`config.mk`:
```
export PLATFORM = sky130hd
export DESIGN_NAME = clcg_seq_ctrl
export DESIGN_NICKNAME = d
export VERILOG_FILES = /design/src/rtl/clcg_seq_ctrl.sv
export SDC_FILE = /design/constraint.sdc
export NUM_CORES = 1
export LEC_CHECK = 0
export ABC_CLOCK_PERIOD_IN_PS = 2700
export BUFFER_PORTS_ARGS = -buffer_cell sky130_fd_sc_hd__buf_4
export CAP_MARGIN = 20
export CORE_UTILIZATION = 30
export CTS_BUF_LIST = sky130_fd_sc_hd__clkbuf_8
export DETAILED_ROUTE_END_ITERATION = 16
export PLACE_DENSITY_LB_ADDON = 0.1
export SLEW_MARGIN = 20
export SYNTH_ARGS = -nofsm -noshare
export SYNTH_HDL_FRONTEND = slang
export SYNTH_SLANG_ARGS = --single-unit
export TNS_END_PERCENT = 30
```
`constraint.sdc`:
```
create_clock -name clk -period 2.7 [get_ports clk]
set_input_delay 0.81 -clock clk [delete_from_list [all_inputs] [get_ports clk]]
set_output_delay 0.81 -clock clk [all_outputs]
set_load 0.05 [all_outputs]
```
`src/rtl/clcg_seq_ctrl.sv`:
```
// clcg_seq_ctrl
//   Sequencer for the dual-CLCG pseudorandom bit generator. Holds the four
//   seed bytes, pulses the core load, discards a warm-up run of bits, then
//   packs the serial generator bit into WORD_W-bit words delivered on a
//   valid/ready port. The core is stalled via core_en under back-pressure,
//   and can optionally be reloaded every RESEED_WORDS words.
//
// Ports
//   clk, rst           : clock, synchronous active-high reset
//   cfg_we/addr/data   : seed byte write (0=x, 1=y, 2=p, 3=q)
//   seed_out[31:0]     : {q,p,y,x} to the core seed inputs
//   go, halt           : start (IDLE only) / stop generation
//   busy               : state != IDLE
//   core_load, core_en : core start pulse / advance enable
//   core_bit           : generator output bit (valid in core_en cycles)
//   out_data/valid/ready : packed word handshake
//   word_cnt[15:0]     : words produced since last go
module clcg_seq_ctrl #(
   parameter int unsigned WORD_W       = 8,
   parameter int unsigned WARMUP       = 16,
   parameter int unsigned RESEED_WORDS = 0
) (
   input  logic              clk,
   input  logic              rst,
   input  logic              cfg_we,
   input  logic [1:0]        cfg_addr,
   input  logic [7:0]        cfg_data,
   output logic [31:0]       seed_out,
   input  logic              go,
   input  logic              halt,
   output logic              busy,
   output logic              core_load,
   output logic              core_en,
   input  logic              core_bit,
   output logic [WORD_W-1:0] out_data,
   output logic              out_valid,
   input  logic              out_ready,
   output logic [15:0]       word_cnt
);

   localparam int unsigned    CW        = $clog2(WORD_W);
   localparam logic [CW-1:0]  BIT_LAST  = CW'(WORD_W - 1);
   localparam logic [31:0]    WARM_LAST = (WARMUP > 0) ? 32'(WARMUP - 1) : 32'd0;
   localparam logic [31:0]    RS_WORDS  = 32'(RESEED_WORDS);

   typedef enum logic [1:0] {
      S_IDLE,
      S_LOAD,
      S_WARM,
      S_RUN
   } state_t;

   state_t              state_q, state_d;
   logic [31:0]         seed_q, seed_d;
   // Only WORD_W-1 history bits are kept; the newest bit comes straight
   // from core_bit when a word completes.
   logic [WORD_W-2:0]   sh_q, sh_d;
   logic [CW-1:0]       bit_cnt_q, bit_cnt_d;
   logic [31:0]         warm_cnt_q, warm_cnt_d;
   logic [15:0]         rs_cnt_q, rs_cnt_d;
   logic [WORD_W-1:0]   out_data_q, out_data_d;
   logic                out_valid_q, out_valid_d;
   logic [15:0]         word_cnt_q, word_cnt_d;

   logic                stall;
   logic                bit_last;
   logic                word_done;
   logic [WORD_W-1:0]   word_next;
   logic [15:0]         rs_next;

   assign bit_last  = (bit_cnt_q == BIT_LAST);
   assign stall     = out_valid_q & ~out_ready & bit_last;
   assign word_next = {sh_q, core_bit};
   assign rs_next   = rs_cnt_q + 16'd1;

   always_comb begin
      state_d     = state_q;
      seed_d      = seed_q;
      sh_d        = sh_q;
      bit_cnt_d   = bit_cnt_q;
      warm_cnt_d  = warm_cnt_q;
      rs_cnt_d    = rs_cnt_q;
      out_data_d  = out_data_q;
      out_valid_d = out_valid_q;
      word_cnt_d  = word_cnt_q;
      core_load   = 1'b0;
      core_en     = 1'b0;
      word_done   = 1'b0;

      if (cfg_we) begin
         case (cfg_addr)
            2'd0:    seed_d[7:0]   = cfg_data;
            2'd1:    seed_d[15:8]  = cfg_data;
            2'd2:    seed_d[23:16] = cfg_data;
            default: seed_d[31:24] = cfg_data;
         endcase
      end

      case (state_q)
         S_IDLE: begin
            if (go && !halt) begin
               state_d    = S_LOAD;
               word_cnt_d = '0;
            end
         end
         S_LOAD: begin
            core_load  = 1'b1;
            bit_cnt_d  = '0;
            rs_cnt_d   = '0;
            warm_cnt_d = '0;
            if (halt) state_d = S_IDLE;
            else      state_d = (WARMUP == 0) ? S_RUN : S_WARM;
         end
         S_WARM: begin
            if (halt) begin
               state_d   = S_IDLE;
               bit_cnt_d = '0;
            end else begin
               core_en = 1'b1;
               if (warm_cnt_q == WARM_LAST) state_d = S_RUN;
               else                         warm_cnt_d = warm_cnt_q + 32'd1;
            end
         end
         default: begin
            if (halt) begin
               state_d   = S_IDLE;
               bit_cnt_d = '0;
            end else begin
               core_en = ~stall;
               if (!stall) begin
                  sh_d = word_next[WORD_W-2:0];
                  if (bit_last) begin
                     word_done  = 1'b1;
                     bit_cnt_d  = '0;
                     word_cnt_d = word_cnt_q + 16'd1;
                     rs_cnt_d   = rs_next;
                     if ((RESEED_WORDS != 0) && (32'(rs_next) == RS_WORDS))
                        state_d = S_LOAD;
                  end else begin
                     bit_cnt_d = bit_cnt_q + CW'(1);
                  end
               end
            end
         end
      endcase

      // A word can only complete when the output slot is free or being
      // drained this cycle, so a pending word is never overwritten.
      if (word_done) begin
         out_data_d  = word_next;
         out_valid_d = 1'b1;
      end else if (out_valid_q && out_ready) begin
         out_valid_d = 1'b0;
      end
   end

   always_ff @(posedge clk) begin
      if (rst) begin
         state_q     <= S_IDLE;
         seed_q      <= 32'h0403_0201;
         sh_q        <= '0;
         bit_cnt_q   <= '0;
         warm_cnt_q  <= '0;
         rs_cnt_q    <= '0;
         out_data_q  <= '0;
         out_valid_q <= 1'b0;
         word_cnt_q  <= '0;
      end else begin
         state_q     <= state_d;
         seed_q      <= seed_d;
         sh_q        <= sh_d;
         bit_cnt_q   <= bit_cnt_d;
         warm_cnt_q  <= warm_cnt_d;
         rs_cnt_q    <= rs_cnt_d;
         out_data_q  <= out_data_d;
         out_valid_q <= out_valid_d;
         word_cnt_q  <= word_cnt_d;
      end
   end

   assign seed_out  = seed_q;
   assign busy      = (state_q != S_IDLE);
   assign out_data  = out_data_q;
   assign out_valid = out_valid_q;
   assign word_cnt  = word_cnt_q;

endmodule

```
==> impl_metrics.json <==
{
  "peakVddDrop_v": 0.000256,
  "syn_inst": 536,
  "end_kind": "primary output",
  "die-area_mm2": 0.0160,
  "rsz0062_at_grt": "no",
  "ios": 77,
  "cap_violations": 0,
  "avgSynthCellArea_um2": 8.68,
  "hold_class": "reg2reg",
  "rows": 45,
  "worstHoldStart": "seed_out[20]",
  "cts_max_level": 3,
  "grt_pass1_vias": 4084,
  "cts_root_buf": "clkbuf_8",
  "drive_above_1_share_pct": 19.6,
  "status": "complete, no violations",
  "finalHoldViolCount": 0,
  "clkSinkCount": 101,
  "grt.total_usage_pct": 15.9,
  "r2r_end": "word_cnt[15]",
  "antenna_found_initial": 0,
  "yosysMostFrequentCell": "dfxtp_1",
  "clkTransAtPathRegs_ns": 0.09,
  "fillers": 1516,
  "holdPathStages": 2,
  "ys_async_sr_fraction_pct": 0,
  "dp.final_hpwl_mm": 8.95,
  "grt_pass1_wl_mm": 20.3,
  "ys_ff_latch": 101,
  "finish.utilization_pct": 37.7,
  "cts_setup_buffers": 0,
  "wire_per_inst_um": 15.2,
  "r2r_setup_slack_ns": 0.44,
  "cts_buffer_depth": 2,
  "cts_buffers": 9,
  "fin_area_mm2": 0.00571,
  "worst_setup_path_start_kind": "register",
  "synth_top_area_share_pct": 43.5,
  "fin_cells": 806,
  "setup_violations": 0,
  "cp.arrival_ns": 1.73,
  "cp_data_required_time_ns": 1.89,
  "grt_max_degree": 41,
  "relSlewSlack_pct": 49.8,
  "dp.cells": 790,
  "whs_endpoint": "seed_out[20]",
  "crit_start": "state_q[0]",
  "final.setup.worst_slack_ns": 0.162,
  "synth_seq_area_share_pct": 43.5,
  "powerDensity_mw_per_mm2": 551,
  "timing.rr.start": "state_q[0]",
  "syn-num-nets": 562,
  "grt_remaining_overflow": 0,
  "crit_path_max_fanout": 10,
  "gp_congestion": 0.744,
  "fp.dieW_um": 127,
  "diodes": 0,
  "dr.pass1.iters": 4,
  "portBuffers": 76,
  "post-route-min-period_ns": 2.54,
  "finalCritPeriodShare_pct": 94.0,
  "whs_ns": 0.459,
  "coreArea_mm2": 0.0151,
  "dr_total_vias": 4190,
  "design_power_total_mw": 3.14,
  "drtIter0Drc": 214,
  "ys_types": 59,
  "p_leak_nw": 2.33,
  "mappedNetlistArea_mm2": 0.00465,
  "postRouteAntennaNets": 0,
  "tightest_slew_ns": 0.746,
  "finish.net_count": 639,
  "drc": 0,
  "avgViaCountPerCell": 5.20,
  "place_ws_ns": 0.268,
  "fp.dieH_um": 127,
  "synth_warnings": 0,
  "floorplan.initialDensity_pct": 30.7,
  "yosys.area.top_type": "dfxtp_1",
  "fin_worst_skew_ns": 0.0101,
  "synthFlopType": "dfxtp_1",
  "area_growth_syn_to_layout_pct": 22.7,
  "slew_viol_final": 0,
  "yosys-top-cells-area": "dfxtp_1, mux2i_1, nand2_1",
  "reg2reg_depth": 8,
  "fmax_ghz": 0.394,
  "totalWireLength_mm": 12.3,
  "timing.setup.tns_ns": 0,
  "synth_edf_count": 0,
  "critPathKind": "reg2out",
  "dpl_cell_area_mm2": 0.00548,
  "ys_top_cells_by_count": "dfxtp_1, nand2_1, nor2_1, a21oi_1, mux2i_1",
  "cts_tree": "yes",
  "clock_latency_ns": 0.37
}
==> worst max-delay path by stage <==
stage	endpoint	slack (ns)	cells past startpoint
3_5_place_dp	core_en	0.27	4
6_report	core_en	0.16	5
5_1_grt	core_en	0.03	5
4_1_cts	core_en	0.002	5
3_3_place_gp	core_en	0.27	4
2_1_floorplan	core_en	0.16	2
==> layout make-up <==
type | count | area (um2) | share of cell area (%)
tap | 188 | 235 | 4.12
timing repair buffer | 91 | 683 | 12.0
clock buffer | 11 | 151 | 2.65
inverter | 10 | 37.5 | 0.658
multi-input combinational | 400 | 2500 | 43.9
clock inverter | 5 | 75.1 | 1.32
sequential | 101 | 2020 | 35.4
==> worst max-delay path, cell delays in order (launching register included) <==
cell	delay (ns)
dfxtp_1	0.36
inv_1	0.09
ha_2	0.29
nor2_1	0.08
a311oi_2	0.28
buf_4	0.25
==> state kept, by name (all words and copies together) (netlist names) <==
name        count
seed_out       32
warm_cnt_q     32
word_cnt       16
out_data        8
sh_q            7
bit_cnt_q       3
state_q         2
out_valid       1
==> what timing repair did <==
item                                    in CTS  in global routing
resized for setup                            0                  1
hold buffers                                 0                  0
endpoints found under the setup margin       0                  1
==> kinds of logic (layout without fill, tap and decap cells) <==
logic type / count (synthesis) / after routing / share of synthesized area, %
DFF: 101 / 101 / 43.5
buffers and inverters: 35 / 117 / 2.93
adders and majority gates: 9 / 9 / 2.42
and+or+nand+nor: 225 / 225 / 25.0
xor gates and xnor gates: 3 / 3 / 0.565
AOI/OAI and AO/OA: 126 / 126 / 17.6
muxes: 37 / 37 / 7.99
==> report_power, final <==
group | total (mW) | switching (mW) | leakage, nW | internal [mW]
registers | 1.54 | 0.0207 | 0.816 | 1.52
logic | 0.512 | 0.341 | 1.40 | 0.172
clock network | 1.09 | 0.526 | 0.118 | 0.567
total | 3.14 | 0.888 | 2.33 | 2.25
==> metal layers <==
metal  vias up  global-route usage, %  part of all wire (%)
li1       2125                      -                     -
met1      1967                   20.3                    47
met2        84                   26.1                    47
met3        14                   3.54                   4.8
met4         0                   6.66                   1.1
met5         -                      0                     0
==> placed cells by master, fill, tap and decap left out, types with 9 or more instances in the layout <==
| cell | count |
|---|---|
| dfxtp_1 | 101 |
| buf_4 | 91 |
| nand2_1 | 58 |
| nor2_1 | 51 |
| a21oi_1 | 43 |
| mux2i_1 | 36 |
| nand3_1 | 26 |
| o21ai_0 | 19 |
| nor4_1 | 15 |
| a31oi_1 | 14 |
| inv_1 | 12 |
| or3_1 | 11 |
| clkbuf_8 | 11 |
| nand4_1 | 10 |
| and3_1 | 9 |
No activity file was read; power rests on OpenSTA's default activity.
